$ cat src/rtl/xor_selftest_ctrl.sv
// Self-test sequencer for a 2-input XOR cell: sweeps all four {a,b} vectors,
// samples y after a settle window and records mismatches.
module xor_selftest_ctrl #(
  parameter int SETTLE = 2,
  parameter int PASSES = 1,
  parameter int ERRW   = 4
) (
  input  logic            clk,
  input  logic            reset_n,
  input  logic            start,
  output logic            a,
  output logic            b,
  input  logic            y,
  output logic            busy,
  output logic            done,
  output logic            pass,
  output logic [ERRW-1:0] err_count,
  output logic            fail_valid,
  output logic [1:0]      fail_vec
);

  localparam int CW = (SETTLE < 2) ? 1 : $clog2(SETTLE + 1);
  localparam int PW = (PASSES < 2) ? 1 : $clog2(PASSES);
  localparam bit HAS_WAIT = (SETTLE > 0);
  localparam logic [CW-1:0]   SETTLE_V  = CW'(SETTLE);
  localparam logic [PW-1:0]   LAST_PASS = PW'(PASSES - 1);
  localparam logic [ERRW-1:0] ERR_MAX   = '1;

  typedef enum logic [2:0] {IDLE, DRIVE, WAIT, SAMPLE, DONE} state_t;

  state_t          state, state_nxt;
  logic [CW-1:0]   settle_cnt;
  logic [1:0]      vec;
  logic [PW-1:0]   pass_cnt;
  logic            exp_y;
  logic            mismatch;
  logic            last_vec;

  always_comb begin
    exp_y    = vec[1] ^ vec[0];
    mismatch = (y != exp_y);
    last_vec = (vec == 2'd3) && (pass_cnt == LAST_PASS);
  end

  always_ff @(posedge clk or negedge reset_n) begin
    if (!reset_n) state <= IDLE;
    else          state <= state_nxt;
  end

  always_comb begin
    state_nxt = state;
    busy      = 1'b0;
    done      = 1'b0;
    case (state)
      IDLE: begin
        if (start) state_nxt = DRIVE;
      end
      DRIVE: begin
        busy      = 1'b1;
        state_nxt = HAS_WAIT ? WAIT : SAMPLE;
      end
      WAIT: begin
        busy = 1'b1;
        if (settle_cnt == CW'(1)) state_nxt = SAMPLE;
      end
      SAMPLE: begin
        busy      = 1'b1;
        state_nxt = last_vec ? DONE : DRIVE;
      end
      DONE: begin
        done      = 1'b1;
        state_nxt = IDLE;
      end
      default: state_nxt = IDLE;
    endcase
  end

  // Vector, settle counter and result registers; pass is resolved on the
  // edge into DONE so it is already valid while done is high.
  always_ff @(posedge clk or negedge reset_n) begin
    if (!reset_n) begin
      a          <= 1'b0;
      b          <= 1'b0;
      pass       <= 1'b0;
      err_count  <= '0;
      fail_valid <= 1'b0;
      fail_vec   <= 2'b00;
      vec        <= 2'd0;
      pass_cnt   <= '0;
      settle_cnt <= '0;
    end else begin
      case (state)
        IDLE: begin
          if (start) begin
            err_count  <= '0;
            fail_valid <= 1'b0;
            fail_vec   <= 2'b00;
            pass       <= 1'b0;
            vec        <= 2'd0;
            pass_cnt   <= '0;
            a          <= 1'b0;
            b          <= 1'b0;
          end
        end
        DRIVE: settle_cnt <= SETTLE_V;
        WAIT:  settle_cnt <= settle_cnt - CW'(1);
        SAMPLE: begin
          if (mismatch) begin
            if (err_count != ERR_MAX) err_count <= err_count + ERRW'(1);
            if (!fail_valid) begin
              fail_valid <= 1'b1;
              fail_vec   <= vec;
            end
          end
          if (last_vec) begin
            pass <= (err_count == '0) && !mismatch;
          end else begin
            vec <= vec + 2'd1;
            if (vec == 2'd3) pass_cnt <= pass_cnt + PW'(1);
            {a, b} <= vec + 2'd1;
          end
        end
        default: ;
      endcase
    end
  end

endmodule

$ cat config.mk
export PLATFORM = sky130hd
export DESIGN_NAME = xor_selftest_ctrl
export DESIGN_NICKNAME = d
export VERILOG_FILES = /design/src/rtl/xor_selftest_ctrl.sv
export SDC_FILE = /design/constraint.sdc
export NUM_CORES = 1
export LEC_CHECK = 0
export ABC_AREA = 0
export BUFFER_PORTS_ARGS = -buffer_cell sky130_fd_sc_hd__buf_4
export CAP_MARGIN = 40
export CORE_MARGIN = 3
export CORE_UTILIZATION = 30
export DETAILED_ROUTE_END_ITERATION = 10
export HOLD_SLACK_MARGIN = 0.06
export PLACE_DENSITY = 0.45
export SKIP_LAST_GASP = 1
export SLEW_MARGIN = 30
export SYNTH_ARGS = -nofsm -noshare
export SYNTH_HDL_FRONTEND = slang
export SYNTH_SLANG_ARGS = --single-unit
$ cat constraint.sdc
create_clock -name clk -period 3.4 [get_ports clk]
set_clock_uncertainty 0.1 [all_clocks]
set_input_delay 0.34 -clock clk [delete_from_list [all_inputs] [get_ports clk]]
set_output_delay 0.34 -clock clk [all_outputs]
set_load 0.01 [all_outputs]
==> PnR_summary.wiki <==
{| class="wikitable"
! Metric !! Value
|-
| Met3 global-route usage || 3.77%
|-
| Post-layout min period || 1.87 ns
|-
| Detailed-placement wirelength estimate || 1390 um
|-
| CTS buffer count || 3
|-
| Number of maximum-capacitance violations || 0
|-
| Number of port buffers || 15
|-
| Vias || 672
|-
| CP cell instances || nand3b_4 -> a211oi_2 -> mux2_2 -> a21o_1
|-
| Number of H-tree levels || 1
|-
| Ys Warns || 0
|-
| Num rows || 19
|-
| Fraction of final layout cells with drive strength greater than 1 || 30.8%
|-
| Buffers plus inverters on the worst setup path || 0
|-
| Root buf cell || clkbuf_4
|-
| Relative slew slack || 60.7%
|-
| Resized cells post-CTS || 0
|-
| Initial antenna violation count || 0
|-
| Cell count of the worst reg-to-reg path || 4
|-
| Number of iterations in the first detailed-routing pass || 4
|-
| CP endpoint || err_count[3]
|-
| Slew of the pin with the lowest slew margin || 0.589 ns
|-
| Via count of the first global-routing pass || 619
|-
| Number of endpoints with negative hold slack in the final report || 0
|-
| Met1 track utilization from global routing || 15.5%
|-
| Endpoint type of the worst setup path || register
|-
| Global-route wire length before repair || 3010 um
|-
| Number of flops mapped to enable cells by yosys || 0
|-
| Total of endpoints with negative setup slack in the final report || 0
|-
| Final ANT Viol Nets || 0
|-
| Synthesized netlist cell count || 87
|-
| Post-detailed-route DRC marker count || 0
|-
| Unrepaired setup endpoints after global routing || no
|-
| Number of register bits inferred by synthesis || 16
|-
| Pin count of the biggest net entering global routing || 17
|-
| Result of the run || finished clean
|-
| Average cell area after synthesis || 10.5 um^2
|-
| Arrival time at the worst endpoint || 1.96 ns
|-
| Clock-pin slew reported for the worst setup and hold paths after clock tree synthesis || 0.10 ns
|-
| Sequential fraction of the synthesis area || 43.7%
|-
| Post-Synthesis Cell Area || 917 um^2
|-
| Starting density of the core || 32.4%
|-
| Highest fanout seen on the critical path || 11
|-
| Wire length reported by the detailed router || 1860 um
|-
| Critical Path Start || state[1]
|-
| RePlAce Congestion || 0.711
|-
| Fraction of post-synthesis cell area in the top cell type by area || 43.7%
|-
| Standard cell core area || 2830 um^2
|-
| Instance count after placement with tap cells included || 130
|-
| Highest-utilization routing layer at the global route stage || met2
|-
| Maximum clock path buffer count || 2
|-
| PnR worst setup slack || 1.53 ns
|-
| Clock latency on the worst-skew pair || 0.29 ns
|-
| Crit path max-delay cell type || dfrtp_1
|-
| Hold Path Class || in -> async
|-
| Biggest cell delay along the critical path || 0.73 ns
|-
| Total power per unit cell area || 817 nW/um^2
|-
| Share of synthesized registers carrying an async set or reset || 100%
|-
| Worst flop-to-flop path startpoint || state[1]
|-
| Antenna Diode Count || 0
|-
| Crit path depth || 4
|-
| Fin. max-slew vios || 0
|-
| GRT Residual Overflow || 0
|-
| Gate family responsible for the most delay along the worst path || flip-flops
|-
| Setup slack at placement || 1.53 ns
|-
| Vert. Die Dim || 61.3 um
|-
| Startpoint kind of the worst setup timing path || register
|-
| Die outline width || 61.3 um
|-
| NumNets Final || 113
|-
| Biggest area contributors in the synthesized netlist || dfrtp_1 (44%), ha_1 (5.5%), nand3b_4 (4.4%)
|-
| VDD IR max || 0.000268 V
|-
| Sum Neg Setup Slack || 0 ns
|-
| Synth cell types || 35
|-
| Reg-to-Reg End || err_count[3]
|-
| Required time of the worst setup path || 3.49 ns
|-
| Layout area overhead || 18.3%
|-
| Top post-synthesis cells by count || dfrtp_1 (16), nor2_1 (10), nand2_1 (9)
|-
| Final Cycle Share || 55.1%
|-
| Static Leakage || 0.546 nW
|-
| Filler-free cell count of the finished design || 135
|-
| Maximum clock frequency || 0.534 GHz
|-
| Per-cell via count in the routed design || 4.98
|-
| Syn nets || 95
|-
| Ys flop type || dfrtp_1
|-
| Setup slack of the most critical reg-to-reg path || 1.53 ns
|-
| Count of boundary I/O pins || 16
|-
| Most repeated cell in the gate-level netlist after synthesis || dfrtp_1
|-
| Number of DRC markers after the initial detailed-route iteration || 10
|-
| Kind of critical path || reg -> reg
|-
| Count of fill cells added during filler insertion || 284
|-
| Die outline area || 3760 um^2
|-
| GR Layer Usage met2 || 16.0%
|-
| All-layer global routing usage || 11.1%
|-
| Clock tree from TritonCTS || yes
|-
| Cell type with the highest aggregate area in the netlist || dfrtp_1
|-
| WL/cell || 13.8 um
|-
| Number of clock sinks || 16
|}
layer usage:
metal	part of all wire [%]	vias to the layer above
met5	0	-
met1	49	314
met2	45	16
met4	1.3	0
met3	4.5	4
li1	-	338
how the worst min path moves through the flow:
stage,end,startpoint
floorplan,a,reset_n
global placement,fail_vec[1],reset_n
CTS,fail_vec[1],reset_n
finish,fail_vec[1],reset_n
global route,fail_vec[1],reset_n
detailed placement,fail_vec[1],reset_n
kinds of logic (layout without fill, tap and decap cells):
group	Yosys count	count (layout)	share of synthesized area (%)
flip-flops	16	16	43.7
buffers and inverters	7	24	4.91
AO/OA/AOI/OAI	16	16	11.5
adder cells (fa/ha/maj)	4	4	5.46
AND/OR/NAND/NOR	37	37	25.7
multiplexers	5	5	6.14
XOR/XNOR	2	2	2.73
timing repair:
item | CTS | global route
hold buffers | 1 | 0
setup buffers | 0 | 0
hold endpoints to repair | 16 | 0
endpoints found under the setup margin | 0 | 0
worst register-to-register path: cells and delay by family (launching register included):
family	cells	cell delay (ns)
DFF	1	0.73
AOI/OAI and AO/OA	2	0.41
and+or+nand+nor	1	0.18
muxes	1	0.35
metrics by stage:
stage	area (um^2)	hold WS [ns]	utilization [%]	power, mW
2_1_floorplan	917	-0.0556	-	0.653
3_3_place_gp	1040	0.115	36.7	0.763
3_5_place_dp	1040	0.117	36.7	0.772
4_1_cts	1080	0.333	38.3	0.903
5_1_grt	1080	0.353	38.3	0.957
6_report	1080	0.338	38.3	0.886
report_power, final:
group	switching (mW)	total, mW	internal, mW
registers	0.107	0.360	0.253
logic	0.192	0.398	0.205
clock network	0.0625	0.128	0.0653
state kept, by name, summed over array words and instances (netlist names):
signal      flops
fail_valid      1
err_count       4
fail_vec        2
settle_cnt      2
pass_cnt        1
a               1
pass            1
state           3
vec             1
cell type report:
cell class | count | area (um^2) | share of cell area (%)
clock buffers | 4 | 36.3 | 3.34
flip-flops and latches | 16 | 400 | 36.9
well taps | 31 | 38.8 | 3.58
repair buffers | 16 | 123 | 11.3
inverters | 4 | 15.0 | 1.38
multi-input cells | 64 | 472 | 43.5
placed cells by master (no fill, tap or decap), types with 4 or more instances in the layout:
master / Yosys / final
dfrtp_1: 16 / 16
a21oi_1: 5 / 5
nor2_1: 10 / 10
nand3_1: 4 / 4
nand2_1: 9 / 9
inv_1: 4 / 4
ha_1: 4 / 4
buf_4: 1 / 15
No activity file was read; power rests on OpenSTA's default activity.
